`src/rtl/oflow_cr_pkg.sv`:
```
// Shared types for the score-board conflict-resolve responder:
// FSM state encoding, per-row local table entry and the loser rule.
package oflow_cr_pkg;

  localparam int CR_MAX_ROWS  = 8;
  localparam int CR_ROW_LEN   = 4;
  localparam int CR_ID_LEN    = 8;
  localparam int CR_SCORE_LEN = 8;

  typedef enum logic [2:0] {
    CR_IDLE   = 3'd0,
    CR_LOAD   = 3'd1,
    CR_SCAN   = 3'd2,
    CR_DEMOTE = 3'd3,
    CR_DONE   = 3'd4
  } cr_state_t;

  typedef struct packed {
    logic [CR_ID_LEN-1:0]    sel_id;
    logic [CR_SCORE_LEN-1:0] sel_score;
    logic [CR_ID_LEN-1:0]    alt_id;
    logic [CR_SCORE_LEN-1:0] alt_score;
    logic                    ptr;
    logic                    active;
  } cr_row_t;

  // Row r (the higher index) loses on a worse score or on a tie.
  function automatic logic cr_hi_row_loses(input logic [CR_SCORE_LEN-1:0] score_hi,
                                           input logic [CR_SCORE_LEN-1:0] score_lo);
    return (score_hi >= score_lo);
  endfunction

endpackage

```
`src/rtl/oflow_cr_row_table.sv`:
```
// Local copy of the score-board rows: one write port, two async read ports.
module oflow_cr_row_table
  import oflow_cr_pkg::*;
#(
  parameter int MAX_ROWS = CR_MAX_ROWS,
  parameter int IDX_W    = $clog2(CR_MAX_ROWS)
) (
  input  logic             clk,
  input  logic             rst_i,
  input  logic             clr_i,
  input  logic             we_i,
  input  logic [IDX_W-1:0] wr_idx_i,
  input  cr_row_t          wr_row_i,
  input  logic [IDX_W-1:0] rd_a_idx_i,
  output cr_row_t          rd_a_row_o,
  input  logic [IDX_W-1:0] rd_b_idx_i,
  output cr_row_t          rd_b_row_o
);

  cr_row_t rows_q [MAX_ROWS];

  // Row storage; cleared on reset and at every accepted start.
  always_ff @(posedge clk) begin
    if (rst_i || clr_i) begin
      for (int k = 0; k < MAX_ROWS; k++) begin
        rows_q[k] <= '0;
      end
    end else if (we_i) begin
      rows_q[wr_idx_i] <= wr_row_i;
    end
  end

  assign rd_a_row_o = rows_q[rd_a_idx_i];
  assign rd_b_row_o = rows_q[rd_b_idx_i];

endmodule

```
`src/rtl/oflow_conflict_resolve.sv`:
```
// Conflict-resolve responder: loads the score-board rows, finds rows sharing a
// prev-frame ID, demotes losers to their 2nd choice and flags rows needing a new ID.
module oflow_conflict_resolve
  import oflow_cr_pkg::*;
#(
  parameter int MAX_ROWS  = CR_MAX_ROWS,
  parameter int ROW_LEN   = CR_ROW_LEN,
  parameter int ID_LEN    = CR_ID_LEN,
  parameter int SCORE_LEN = CR_SCORE_LEN
) (
  input  logic                   clk,
  input  logic                   reset_N,
  input  logic                   start_cr,
  input  logic                   first_frame,
  input  logic [ROW_LEN-1:0]     num_of_rows,
  output logic [ROW_LEN-1:0]     row_sel_from_cr,
  input  logic [2*SCORE_LEN-1:0] score_to_cr,
  input  logic [2*ID_LEN-1:0]    id_to_cr,
  output logic                   write_to_pointer,
  output logic                   data_from_cr,
  output logic [MAX_ROWS-1:0]    resolved_ptr,
  output logic [MAX_ROWS-1:0]    new_id_req,
  output logic                   busy,
  output logic                   done_cr
);

  localparam int IDX_W = $clog2(MAX_ROWS);
  localparam logic [ROW_LEN-1:0] ONE   = ROW_LEN'(1);
  localparam logic [ROW_LEN-1:0] ZERO  = ROW_LEN'(0);
  localparam logic [ROW_LEN-1:0] MAX_N = ROW_LEN'(MAX_ROWS);

  cr_state_t             state_q, state_d;
  logic [ROW_LEN-1:0]    n_q, n_d, cnt_q, cnt_d, r_q, r_d, j_q, j_d;
  logic                  loser_r_q, loser_r_d;
  logic [ROW_LEN-1:0]    row_sel_q, row_sel_d;
  logic                  wr_q, wr_d, data_q, data_d, busy_q, busy_d, done_q, done_d;
  logic [MAX_ROWS-1:0]   ptr_q, ptr_d, newid_q, newid_d;

  logic                  tbl_clr_s, tbl_we_s;
  logic [IDX_W-1:0]      tbl_idx_s;
  cr_row_t               tbl_wdata_s, row_r_s, row_j_s, loser_row_s;
  logic                  conflict_s, r_loses_s, last_s;
  logic [ROW_LEN-1:0]    scan_loser_s, demote_idx_s;

  oflow_cr_row_table #(.MAX_ROWS(MAX_ROWS), .IDX_W(IDX_W)) u_table (
    .clk        (clk),
    .rst_i      (reset_N),
    .clr_i      (tbl_clr_s),
    .we_i       (tbl_we_s),
    .wr_idx_i   (tbl_idx_s),
    .wr_row_i   (tbl_wdata_s),
    .rd_a_idx_i (r_q[IDX_W-1:0]),
    .rd_a_row_o (row_r_s),
    .rd_b_idx_i (j_q[IDX_W-1:0]),
    .rd_b_row_o (row_j_s)
  );

  assign conflict_s   = row_r_s.active & row_j_s.active & (row_r_s.sel_id == row_j_s.sel_id);
  assign r_loses_s    = cr_hi_row_loses(row_r_s.sel_score, row_j_s.sel_score);
  assign last_s       = (r_q == n_q - ONE) && (j_q == r_q - ONE);
  assign scan_loser_s = r_loses_s ? r_q : j_q;
  assign demote_idx_s = loser_r_q ? r_q : j_q;
  assign loser_row_s  = loser_r_q ? row_r_s : row_j_s;

  // Next-state, table write and registered-output logic.
  always_comb begin
    state_d     = state_q;
    n_d         = n_q;
    cnt_d       = cnt_q;
    r_d         = r_q;
    j_d         = j_q;
    loser_r_d   = loser_r_q;
    row_sel_d   = ZERO;
    wr_d        = 1'b0;
    data_d      = 1'b0;
    busy_d      = busy_q;
    done_d      = 1'b0;
    ptr_d       = ptr_q;
    newid_d     = newid_q;
    tbl_clr_s   = 1'b0;
    tbl_we_s    = 1'b0;
    tbl_idx_s   = IDX_W'(0);
    tbl_wdata_s = '0;
    case (state_q)
      CR_IDLE: begin
        if (start_cr) begin
          busy_d    = 1'b1;
          ptr_d     = '0;
          newid_d   = '0;
          tbl_clr_s = 1'b1;
          cnt_d     = ZERO;
          n_d       = (num_of_rows > MAX_N) ? MAX_N : num_of_rows;
          state_d   = (first_frame || (num_of_rows == ZERO)) ? CR_DONE : CR_LOAD;
        end else begin
          state_d = CR_IDLE;
        end
      end
      CR_LOAD: begin
        // Data returned now belongs to the address driven last cycle.
        if (cnt_q != ZERO) begin
          tbl_we_s              = 1'b1;
          tbl_idx_s             = IDX_W'(cnt_q - ONE);
          tbl_wdata_s.sel_id    = id_to_cr[2*ID_LEN-1:ID_LEN];
          tbl_wdata_s.sel_score = score_to_cr[2*SCORE_LEN-1:SCORE_LEN];
          tbl_wdata_s.alt_id    = id_to_cr[ID_LEN-1:0];
          tbl_wdata_s.alt_score = score_to_cr[SCORE_LEN-1:0];
          tbl_wdata_s.ptr       = 1'b0;
          tbl_wdata_s.active    = 1'b1;
        end else begin
          tbl_we_s = 1'b0;
        end
        if (cnt_q == n_q) begin
          r_d     = ONE;
          j_d     = ZERO;
          state_d = (n_q < ROW_LEN'(2)) ? CR_DONE : CR_SCAN;
        end else begin
          cnt_d     = cnt_q + ONE;
          row_sel_d = ((cnt_q + ONE) < n_q) ? (cnt_q + ONE) : ZERO;
        end
      end
      CR_SCAN: begin
        if (conflict_s) begin
          loser_r_d = r_loses_s;
          state_d   = CR_DEMOTE;
          if (!(r_loses_s ? row_r_s.ptr : row_j_s.ptr)) begin
            wr_d      = 1'b1;
            data_d    = 1'b1;
            row_sel_d = scan_loser_s;
          end else begin
            wr_d = 1'b0;
          end
        end else if (last_s) begin
          state_d = CR_DONE;
        end else if ((j_q + ONE) == r_q) begin
          r_d = r_q + ONE;
          j_d = ZERO;
        end else begin
          j_d = j_q + ONE;
        end
      end
      CR_DEMOTE: begin
        tbl_we_s    = 1'b1;
        tbl_idx_s   = demote_idx_s[IDX_W-1:0];
        tbl_wdata_s = loser_row_s;
        if (!loser_row_s.ptr) begin
          tbl_wdata_s.ptr       = 1'b1;
          tbl_wdata_s.sel_id    = loser_row_s.alt_id;
          tbl_wdata_s.sel_score = loser_row_s.alt_score;
          ptr_d[demote_idx_s[IDX_W-1:0]] = 1'b1;
        end else begin
          tbl_wdata_s.active               = 1'b0;
          newid_d[demote_idx_s[IDX_W-1:0]] = 1'b1;
        end
        r_d     = ONE;
        j_d     = ZERO;
        state_d = CR_SCAN;
      end
      CR_DONE: begin
        busy_d  = 1'b0;
        done_d  = 1'b1;
        state_d = CR_IDLE;
      end
      default: begin
        busy_d  = 1'b0;
        state_d = CR_IDLE;
      end
    endcase
  end

  // State and output registers with synchronous reset.
  always_ff @(posedge clk) begin
    if (reset_N) begin
      state_q   <= CR_IDLE;
      n_q       <= ZERO;
      cnt_q     <= ZERO;
      r_q       <= ZERO;
      j_q       <= ZERO;
      loser_r_q <= 1'b0;
      row_sel_q <= ZERO;
      wr_q      <= 1'b0;
      data_q    <= 1'b0;
      busy_q    <= 1'b0;
      done_q    <= 1'b0;
      ptr_q     <= '0;
      newid_q   <= '0;
    end else begin
      state_q   <= state_d;
      n_q       <= n_d;
      cnt_q     <= cnt_d;
      r_q       <= r_d;
      j_q       <= j_d;
      loser_r_q <= loser_r_d;
      row_sel_q <= row_sel_d;
      wr_q      <= wr_d;
      data_q    <= data_d;
      busy_q    <= busy_d;
      done_q    <= done_d;
      ptr_q     <= ptr_d;
      newid_q   <= newid_d;
    end
  end

  assign row_sel_from_cr  = row_sel_q;
  assign write_to_pointer = wr_q;
  assign data_from_cr     = data_q;
  assign resolved_ptr     = ptr_q;
  assign new_id_req       = newid_q;
  assign busy             = busy_q;
  assign done_cr          = done_q;

endmodule
```
`config.mk`:
```
export PLATFORM = sky130hd
export DESIGN_NAME = oflow_conflict_resolve
export DESIGN_NICKNAME = d
export VERILOG_FILES = /design/src/rtl/oflow_cr_pkg.sv /design/src/rtl/oflow_cr_row_table.sv /design/src/rtl/oflow_conflict_resolve.sv
export SDC_FILE = /design/constraint.sdc
export NUM_CORES = 1
export LEC_CHECK = 0
export ABC_AREA = 1
export CORE_ASPECT_RATIO = 2
export CORE_MARGIN = 2
export CORE_UTILIZATION = 50
export CTS_BUF_LIST = sky130_fd_sc_hd__clkbuf_16
export DETAILED_ROUTE_END_ITERATION = 10
export PLACE_DENSITY = 0.72
export SETUP_SLACK_MARGIN = 0.3
export SYNTH_ARGS = -nofsm -noshare
export SYNTH_HDL_FRONTEND = slang
export SYNTH_HIERARCHICAL = 1
export SYNTH_SLANG_ARGS = --single-unit
export TNS_END_PERCENT = 20
```
`constraint.sdc`:
```
create_clock -name clk -period 3.7 [get_ports clk]
set_input_delay 0.37 -clock clk [delete_from_list [all_inputs] [get_ports clk]]
set_output_delay 0.37 -clock clk [all_outputs]
set_load 0.05 [all_outputs]
```
# == Word level (Yosys, flattened, before mapping) ==
# Memory sizes are Yosys's and may differ from the RTL's. A register that Yosys moved wholly into a read port is not among the register bits.
# Cells that the tools add are included.
# classes
add_sub_neg,6
n_lt_le_gt_ge,6
eq_ne,18
muxes,63
bitwise_logic,7
reduce_logical,22
# op_table
operator,n
34-bit 2-to-1 mux,3
34-bit one-hot mux with 2 select lines,1
4-bit 2-to-1 mux,16
3-bit 2-to-1 mux,13
34-bit OR reduction,1
8-bit one-hot mux with 2 select lines,2
8-bit 2-to-1 mux,3
4-bit one-hot mux with 3 select lines,2
4-bit equality test,4
16-bit 2-to-1 mux,1
"2-bit != test, second input constant",8
8-bit bitwise OR,2
4-bit one-hot mux with 2 select lines,2
1-bit 2-to-1 mux,15
"4-bit by 1-bit adder with 4-bit output, second input constant",3
3-bit one-hot mux with 4 select lines,1
3-bit AND reduction,3
8-bit equality test,1
8-bit >= comparator,1
2-bit AND reduction,4
"4-bit by 1-bit subtractor with 4-bit output, second input constant",2
"3-bit by 2-bit equality test with 1-bit output, second input constant",2
3-bit one-hot mux with 2 select lines,1
3-bit OR reduction,2
22 further kinds,29
# totals
reg_bits,43
mem_bits_rw,272
inputBits,40
out_inout_bits,24
word_cells,135
memories,1
# mem_list
memory,depth,width,read_ports,rd_ports_with_merged_regs,wr,line_no,text
u_table.rows_q,8,34,2,2,8,oflow_cr_row_table.sv:20,cr_row_t rows_q [MAX_ROWS];

# == Longest topological paths before layout ==
# logic_depth
depth_word,8
depth_mapped,21
depth_no_buf,19

# == Hierarchy ==
# The synthesis kept the hierarchy.
# by_module_without_submodules
mod,n_inst,cells_each,area_each_um2,seq_area_each_um2
oflow_cr_row_table,1,2166,15985.3,8167.8
oflow_conflict_resolve,1,600,3696.0,860.8

# == Least setup slack after synthesis ==
# No wires, ideal clock.
# synth_timing
path_type,reg-to-reg
startpoint,reg state_q[0]
endpoint,"mem u_table/rows_q[1][0] in the netlist's numbering, enable pin"
setup_ns,0.392
arrival_time_ns,2.850
required_ns,3.308
slack_ns,0.459
stages_incl_launch_ff,13
path_buffers,2
synth_period_minus_slack_ns,3.241
path_cell_list,dfxtp_1 > inv_1 > nor2_1 > inv_1 > nor2_4 > inv_1 > clkbuf_1 > o22ai_1 > inv_1 > nor2_8 > nand2_4 > buf_6 > nand2_1
# synth_lines
item,line_no,text
"start, declared",oflow_conflict_resolve.sv:32,"cr_state_t state_q, state_d;"
"start signal, assigned",oflow_conflict_resolve.sv:187,state_q <= state_d;
"end, declared",oflow_cr_row_table.sv:20,

==> results.tsv <==
stage	metric	value	unit
run_status	outcome	finished, final reports clean	
sta	setup_viol	0	
drt	avgViaCountPerCell	5.65	
placed_design	gp_congestion	0.915	
yosys	syn-num-nets	2824	
sta	grt_setup_unrepaired	false	
hold_path	holdCritPathClass	input pin to register	
cells_and_area	drive_gt1_share	6.46	%
sta	finalHoldViolCount	0	
worst_setup_path	crit_required	3.99	ns
floorplan	rows	102	
clock_network	cts_tree	built	
global_route	grt.overflow.total	0	
clock_network	clkSlewWorstSetupHoldPaths	0.07	ns
yosys	yosysSeqAreaShare	45.9	%
global_route	grt.busiest_layer	met2	
global_route	antenna_found_initial	1	
hold_path	min_to	n_q[1]	
power_and_ir_drop	p_leak	10.1	nW
clock_network	htree_num_levels	1	
clock_network	cts_hold_buf	0	
hold_path	hp-start	num_of_rows[1]	
sta	period_minus_slack	3.27	ns
floorplan	dieWidth	144	um
power_and_ir_drop	totalPowerFinal	10.1	mW
drt	wl_per_cell	19.5	um
drt	finalWirelength	64.9	mm
sta	timing.final.crit_share	88.3	%
floorplan	start_util	50.7	%
floorplan	core	0.0388	mm2
floorplan	io_pins	64	
global_route	grt_pass1_wl	98.5	mm
clock_network	ctsResizeCount	0	
yosys	ys_seq_elements	315	
worst_setup_path	reg2reg_to	u_table/rows_q[7][26]	
yosys	async_flop_share	0	%
drt	first_pass_iters	9	
worst_setup_path	reg2regPathDepth	13	
yosys	synth_ff_type	edfxtp_1	
sta	slew_violations	0	
yosys	syn-instance-count	2766	
cells_and_area	finalNonFillerCells	3322	
cells_and_area	area_growth	10.5	%
drt	vias	18765	
clock_network	clock_latency	0.57	ns
cells_and_area	fin_util	56.1	%
yosys	yosysMostFrequentCell	nand2_1	
worst_setup_path	start_kind	register	
hold_path	holdPathStages	3	
clock_network	post_cts.repair.setup_buffers	0	
cells_and_area	antenna_cells	0	
worst_setup_path	cp.arrival	3.56	ns
placed_design	dp_hpwl	39.7	mm
sta	slew_headroom	43.5	%
global_route	grtUsageMet2	53.3	%
cells_and_area	fill_cells	3721	
clock_network	numCtsBuffers	28	
worst_setup_path	r2r_setup_slack	0.43	ns
placed_design	numPortBuffers	63	
yosys	ys_warn_count	6	
drt	drc	0	
yosys	ys_types	46	
sta	worstMarginPinSlew	0.848	ns
floorplan	dieArea	0.0411	mm2
clock_network	clkSinkCount	315	
floorplan	die_y	285	um
worst_setup_path	critPathKind	register to register	
run	max-cap-violations	0	
yosys	synth.largest_area_cell	edfxtp_1	
clock_network	root_buffer	clkbuf_16	
yosys	netlist_top_cells_count	nand2_1 (1066), inv_1 (373), nor2_1 (355), nand3_1 (294), edfxtp_1 (272)	
sta	whs	0.428	ns
drt	drt_iter0_markers	1991	
drt	ant_nets	0	
power_and_ir_drop	peakVddDrop	0.376	mV
yosys	synth_top_area_share	41.5	%
yosys	syn_area	0.0197	mm2
worst_setup_path	crit_fanout	63	
sta	max_freq	306	MHz
sta	clock_skew	0.0149	ns
placed_design	numPlacedInstances	3270	
yosys	synth_area_leaders	edfxtp_1 (42%), nand2_1 (20%), nand3_1 (7.5%)	
worst_setup_path	end_kind	register	
worst_setup_path	rr_startpoint	j_q[0]	
cells_and_area	multi_input_area	0.00837	mm2
cells_and_area	nets	2838	
global_route	grt_pass1_vias	18373	
global_route	use_met1	35.9	%
global_route	grt_use_met3	4.23	%
clock_network	clockBufferDepth	3	
yosys	syn_avg_cell_area	7.12	um2
power_and_ir_drop	power.density	462	mW/mm2
yosys	synth_edf_count	272	
global_route	grt_max_degree	103	
sta	timing.setup.tns	0	ns
cells_and_area	seqCellArea	0.00904	mm2
global_route	grt_usage	31.4	%
-- report_power, final --
| part | leakage [nW] | internal, mW | total [mW] | switching [mW] |
|---|---|---|---|---|
| Clock | 0.473 | 1.62 | 2.98 | 1.36 |
| Combinational | 6.33 | 0.826 | 2.79 | 1.96 |
| Sequential | 3.32 | 4.16 | 4.28 | 0.122 |
-- final cells by class --
type | count | share of cell area, %
repair buffers | 130 | 5.84
clock inverters | 20 | 0.575
well taps | 520 | 2.99
flip-flops and latches | 315 | 41.6
multi-input cells | 1910 | 38.5
clock buffers | 32 | 3.68
inverters | 395 | 6.84
-- placed cells by master, fill, tap and decap left out, drive strengths merged, types with 2 or more instances in the layout --
cell / n
xnor2: 4
a32o: 10
o21ai: 44
dfxtp: 43
nand4: 9
o22ai: 2
ha: 18
a22o: 7
clkbuf: 32
clkdlybuf4s50: 63
a211oi: 10
nor3: 2
xor2: 6
edfxtp: 272
mux2i: 10
nand2: 1080
inv: 395
buf: 67
clkinv: 18
a21oi: 30
nor2: 365
o211ai: 9
nand3: 297
-- registers in the layout, summed over array words and instances (netlist names) --
register	cells
j_q	4
busy	1
new_id_req	8
row_sel_from_cr	4
n_q	4
loser_r_q	1
cnt_q	4
data_from_cr	1
state_q	3
u_table/rows_q	272
done_cr	1
resolved_ptr	8
r_q	4
-- per-layer routing --
| metal | up-vias | share of wire (%) |
|---|---|---|
| met5 | - | 0.020 |
| met4 | 2 | 7.6 |
| met3 | 325 | 9.6 |
| met1 | 8701 | 34 |
| li1 | 8628 | - |
| met2 | 1109 | 48 |
-- worst max-delay path by stage --
stage               startpoint               endpoint  depth (start not counted)  slack [ns]
finish                  j_q[0]  u_table/rows_q[7][26]                         13        0.43
CTS                     j_q[0]  u_table/rows_q[7][26]                         13        0.53
global placement        r_q[2]  u_table/rows_q[7][26]                         11        0.62
detailed placement      j_q[0]  u_table/rows_q[7][26]                         13        0.56
floorplan           state_q[0]   u_table/rows_q[1][0]                         12        0.46
global route            j_q[0]  u_table/rows_q[7][26]                         13        0.34
-- critical path: stages, from the launching register on --
cell and delay (ns):
dfxtp_4 0.39, inv_4 0.57, buf_12 0.28, nand2_1 0.07, nand3_1 0.07, nand2_1 0.07, nand2_1 0.06, nand2_1 0.06
nand2_1 0.06, nand2_1 0.14, o21ai_0 0.57, o21ai_0 0.20, inv_1 0.25, nor2_1 0.10
-- cell families (layout without fill, tap and decap cells) --
family                   Yosys count  count (layout)  share of synthesized area [%]
XOR/XNOR                          10              10                          0.445
AND/OR/NAND/NOR                 1756            1756                           36.6
AO/OA/AOI/OAI                    116             116                           3.71
buffers and inverters            541             577                           11.7
adder cells (fa/ha/maj)           18              18                           1.14
multiplexers                      10              10                          0.509
flip-flops                       315             315                           45.9
-- stage by stage --
stage / instance area, um2 / setup slack (ns)
after floorplan: 19700 / 0.459
after global placement: 20800 / 0.622
after detailed placement: 20800 / 0.556
after CTS: 21700 / 0.525
after global routing: 21700 / 0.337
final: 21700 / 0.433
Power figures use the tool's default switching activity.
